[config.mk]
export PLATFORM = sky130hd
export DESIGN_NAME = gray_code_counter
export DESIGN_NICKNAME = d
export VERILOG_FILES = /design/src/rtl/gray_pkg.sv /design/src/rtl/gray_to_bin_n.sv /design/src/rtl/gray_code_counter.sv
export SDC_FILE = /design/constraint.sdc
export NUM_CORES = 1
export LEC_CHECK = 0
export BUFFER_PORTS_ARGS = -buffer_cell sky130_fd_sc_hd__buf_2
export CAP_MARGIN = 10
export CORE_AREA = 4 4 41 43
export DETAILED_ROUTE_END_ITERATION = 10
export DIE_AREA = 0 0 45 47
export PLACE_DENSITY = 0.7
export SLEW_MARGIN = 40
export SYNTH_ARGS = -nofsm -noshare
export SYNTH_HDL_FRONTEND = slang
export SYNTH_SLANG_ARGS = --single-unit
[constraint.sdc]
create_clock -name clk -period 3.7 [get_ports clk]
set_clock_uncertainty 0.1 [all_clocks]
set_input_delay 0 -clock clk [delete_from_list [all_inputs] [get_ports clk]]
set_output_delay 0 -clock clk [all_outputs]
set_load 0.01 [all_outputs]
[src/rtl/gray_pkg.sv]
// Shared Gray-code helpers for counters and FIFO pointer blocks.
// Functions work on the widest supported vector; narrower callers zero-extend.
package gray_pkg;

    localparam int GRAY_MAX_WIDTH = 32;

    function automatic logic [GRAY_MAX_WIDTH-1:0] bin2gray(input logic [GRAY_MAX_WIDTH-1:0] b);
        return b ^ (b >> 1);
    endfunction

    // Zero upper bits pass through the prefix XOR unchanged, so zero-extension is safe.
    function automatic logic [GRAY_MAX_WIDTH-1:0] gray2bin(input logic [GRAY_MAX_WIDTH-1:0] g);
        logic [GRAY_MAX_WIDTH-1:0] b;
        b = {GRAY_MAX_WIDTH{1'b0}};
        b[GRAY_MAX_WIDTH-1] = g[GRAY_MAX_WIDTH-1];
        for (int i = GRAY_MAX_WIDTH - 2; i >= 0; i--) begin
            b[i] = b[i+1] ^ g[i];
        end
        return b;
    endfunction

endpackage

[src/rtl/gray_to_bin_n.sv]
// Combinational Gray-to-binary converter: prefix XOR from the MSB downwards.
module gray_to_bin_n #(
    parameter int WIDTH = 4
) (
    input  logic [WIDTH-1:0] gray_i,
    output logic [WIDTH-1:0] bin_o
);

    logic [WIDTH-1:0] chain_s;

    // Each binary bit is the XOR of all Gray bits at or above its position.
    always_comb begin
        chain_s = {WIDTH{1'b0}};
        chain_s[WIDTH-1] = gray_i[WIDTH-1];
        for (int i = WIDTH - 2; i >= 0; i--) begin
            chain_s[i] = chain_s[i+1] ^ gray_i[i];
        end
    end

    assign bin_o = chain_s;

endmodule

[src/rtl/gray_code_counter.sv]
// Up/down counter with wrap or saturate, binary/Gray parallel load,
// and registered binary and Gray views that always change on the same edge.
module gray_code_counter
    import gray_pkg::*;
#(
    parameter int WIDTH    = 4,
    parameter bit SATURATE = 1'b0,
    parameter int INIT     = 0
) (
    input  logic             clk,
    input  logic             rst,
    input  logic             en,
    input  logic             up,
    input  logic             load,
    input  logic             load_gray,
    input  logic [WIDTH-1:0] din,
    output logic [WIDTH-1:0] bin,
    output logic [WIDTH-1:0] gray,
    output logic             ovf
);

    localparam logic [WIDTH-1:0] INIT_BIN  = WIDTH'(INIT);
    localparam logic [WIDTH-1:0] INIT_GRAY = WIDTH'(bin2gray(GRAY_MAX_WIDTH'(INIT_BIN)));
    localparam logic [WIDTH-1:0] ONES      = {WIDTH{1'b1}};
    localparam logic [WIDTH-1:0] ZERO      = {WIDTH{1'b0}};

    logic [WIDTH-1:0] bin_q, bin_d;
    logic [WIDTH-1:0] gray_q, gray_d;
    logic             ovf_q, ovf_d;
    logic [WIDTH-1:0] din_bin_s;

    gray_to_bin_n #(.WIDTH(WIDTH)) u_din_g2b (
        .gray_i (din),
        .bin_o  (din_bin_s)
    );

    // Next-state selection: load beats step; a step at the terminal value wraps or holds.
    always_comb begin
        bin_d = bin_q;
        ovf_d = 1'b0;
        if (load) begin
            bin_d = load_gray ? din_bin_s : din;
        end else if (en) begin
            if (up) begin
                if (bin_q == ONES) begin
                    ovf_d = 1'b1;
                    bin_d = SATURATE ? bin_q : ZERO;
                end else begin
                    bin_d = bin_q + WIDTH'(1);
                end
            end else begin
                if (bin_q == ZERO) begin
                    ovf_d = 1'b1;
                    bin_d = SATURATE ? bin_q : ONES;
                end else begin
                    bin_d = bin_q - WIDTH'(1);
                end
            end
        end else begin
            bin_d = bin_q;
        end
        // Gray is built from the next binary value so both views register together.
        gray_d = bin_d ^ (bin_d >> 1);
    end

    // State registers with synchronous reset to INIT.
    always_ff @(posedge clk) begin
        if (rst) begin
            bin_q  <= INIT_BIN;
            gray_q <= INIT_GRAY;
            ovf_q  <= 1'b0;
        end else begin
            bin_q  <= bin_d;
            gray_q <= gray_d;
            ovf_q  <= ovf_d;
        end
    end

    assign bin  = bin_q;
    assign gray = gray_q;
    assign ovf  = ovf_q;

endmodule

==> metrics <==
top cells by area, synth=dfxtp_1 27%, nor2_1 5.7%, a311oi_2 5.1%; Hold Path Origin=up; met2 Track Usage GR=0.218; Vias/cell=5.41; Crit Path Category=register to register; Final Setup Violations=0; vias in the first global route=504; DRT iter0 DRCs=10; commonest non-fill, non-tap cell in the layout=buf_2; gr ovfl total=0; post-synthesis register bit count=8; Mapped Area=591 µm²; die height=47 µm; CP required=3.73 ns; H-tree depth=1; Final period util=0.541; post-route insts no fill=100; clock buffer depth=2; CTS tree=done; Mean Syn Cell Area=8.81 µm²; M1 GR Usage=0.171; end-of-flow core utilization=0.536; CP Capture Point=gray[2]; Max Cap Viol=0; pre-CTS setup slack=1.70 ns; Initial Util=0.454; Critical Path Start Type=register; fmax=500 MHz; R2R Setup Slk=1.70 ns; Final TNS setup=0 ns; CTS buffer count=3; slew margin rel.=0.804; Mapped Nets=79; met3 Usage GRT=0.0230; Worst Setup SP=bin[0]; Worst-Skew Late Latency=0.24 ns; Post-DP HPWL=1020 µm; share of layout cells above drive strength 1=0.329; clock sink total=8; # Post-CTS Setup Buffers=0; PostCTS Resize Cnt=0; Hold Crit Class=primary input to register; Worst Path Arrival=between 2 and 2.5 ns; number of port buffers=18; drt first pass iters=5; Leakage Power=about 0.33 nW; Seq/Total Area, Yosys=0.271; Die X=45 µm; final critical-path required period=around 2 ns; Worst R2R Path Depth=7; pin count of the biggest net entering global routing=9; worst slew pin tran=0.294 ns; Root Driver=clkbuf_4; GRT Resource Usage Total=0.136; Worst VDD drop=about 0.00029 V; hold_ws=0.0365 ns; Final Wtd Congestion=between 0.7 and 0.8; Yosys warnings=0; Inst Count DP=95; reg-to-reg endpoint=gray[2]; CP Max Fanout=7; Site Rows=13; core area=1300 µm²; area grow syn2layout=18.0%; # diodes=0; Synth cell types=26; Total Nets Final=99; Power Dens Cells=357 nW/µm²; global-route wire length before repair=2060 µm; Worst setup EP type=register; outcome=finished clean; RSZ-0062 raised after global routing=false; Hold Buf Count CTS=2; Ports=19; final WL=1220 µm; initial antenna violation count=0; Mapped Cells=between 60 and 70; busiest grt layer=met2; area share of the largest cell type after synthesis=0.271; endpoints failing hold=0; die footprint=2120 µm²; WL per Instance=12.2 µm; Routed Antenna Nets=0; most frequent cells in the layout=18 x buf_2, 9 x nor2_1, 8 x dfxtp_1, 5 x inv_1; clock-pin slew on the worst setup and hold paths=0.05 ns; largest area contributor in the netlist=dfxtp_1; DR DRC count=0; Vias=around 540; Max Slew Vio Count=0; Crit Reg-Reg Startpoint=bin[0]; setup ws final=1.70 ns
==> critical path: stages, from the launching register on <==
cell      delay (ns)
dfxtp_1         0.42
inv_1           0.09
ha_1            0.23
nor2_1          0.10
o21ai_0         0.08
a311o_2         0.38
o221ai_1        0.11
mux2_2          0.37
==> power by group <==
| group | switching [mW] | internal, mW |
|---|---|---|
| sequential | 0.00735 | 0.0959 |
| clock | 0.0255 | 0.0368 |
| combinational | 0.0430 | 0.0401 |
==> registers in the layout, summed over array words and instances (netlist names) <==
signal	count
bin	4
ovf	1
gray	3
==> cells by family (layout without fill, tap and decap cells) <==
group | count (synthesis) | in the layout | synth area share
multiplexers | 3 | 3 | 0.0551
adder cells (fa/ha/maj) | 2 | 2 | 0.0424
buffers and inverters | 10 | 28 | 0.108
AND/OR/NAND/NOR | 23 | 23 | 0.193
XOR/XNOR | 6 | 6 | 0.117
AO/OA/AOI/OAI | 15 | 15 | 0.214
flip-flops | 8 | 8 | 0.271
==> how the worst min path moves through the flow <==
stage	endpoint	slack (ns)	cells past startpoint
after detailed placement	gray[1]	0.17	2
after global placement	gray[1]	0.17	2
after global routing	ovf	0.06	3
final	ovf	0.04	3
after floorplan	bin[0]	0.09	2
after CTS	ovf	0.03	3
==> Yosys cell counts <==
cell type  count
inv_1          5
nor2b_1        1
a211o_1        2
o221ai_1       1
mux2_2         2
nand4_1        4
nor2_1         9
nand3_1        4
a41o_1         1
a311oi_2       2
ha_1           2
xor3_2         1
a31oi_1        1
a21o_1         1
a311o_2        1
a21oi_1        3
buf_4          3
xor2_1         3
or4b_4         1
nand2_1        4
dfxtp_1        8
mux2i_1        1
buf_6          2
o21ai_0        2
o211a_1        1
xnor2_1        2
==> cell type report <==
cell class	count	area [µm²]
Fill cell	135	604
Multi-Input combinational cell	49	367
Sequential cell	8	160
Timing Repair Buffer	20	110
Clock buffer	3	22.5
Inverter	5	18.8
Tap cell	15	18.8
==> per-stage QoR <==
step	total power [mW]	cell area, µm²
after CTS	0.254	697
final	0.249	697
after global routing	0.266	697
after detailed placement	0.187	654
after floorplan	0.165	591
after global placement	0.186	654
==> metal layers <==
metal / vias to the layer above / part of all wire
met5: - / 0
met4: 0 / 0.0066
met3: 2 / 0.073
met2: 13 / 0.48
met1: 246 / 0.44
li1: 280 / -
Note: power is estimated with default switching activity, not from simulation.
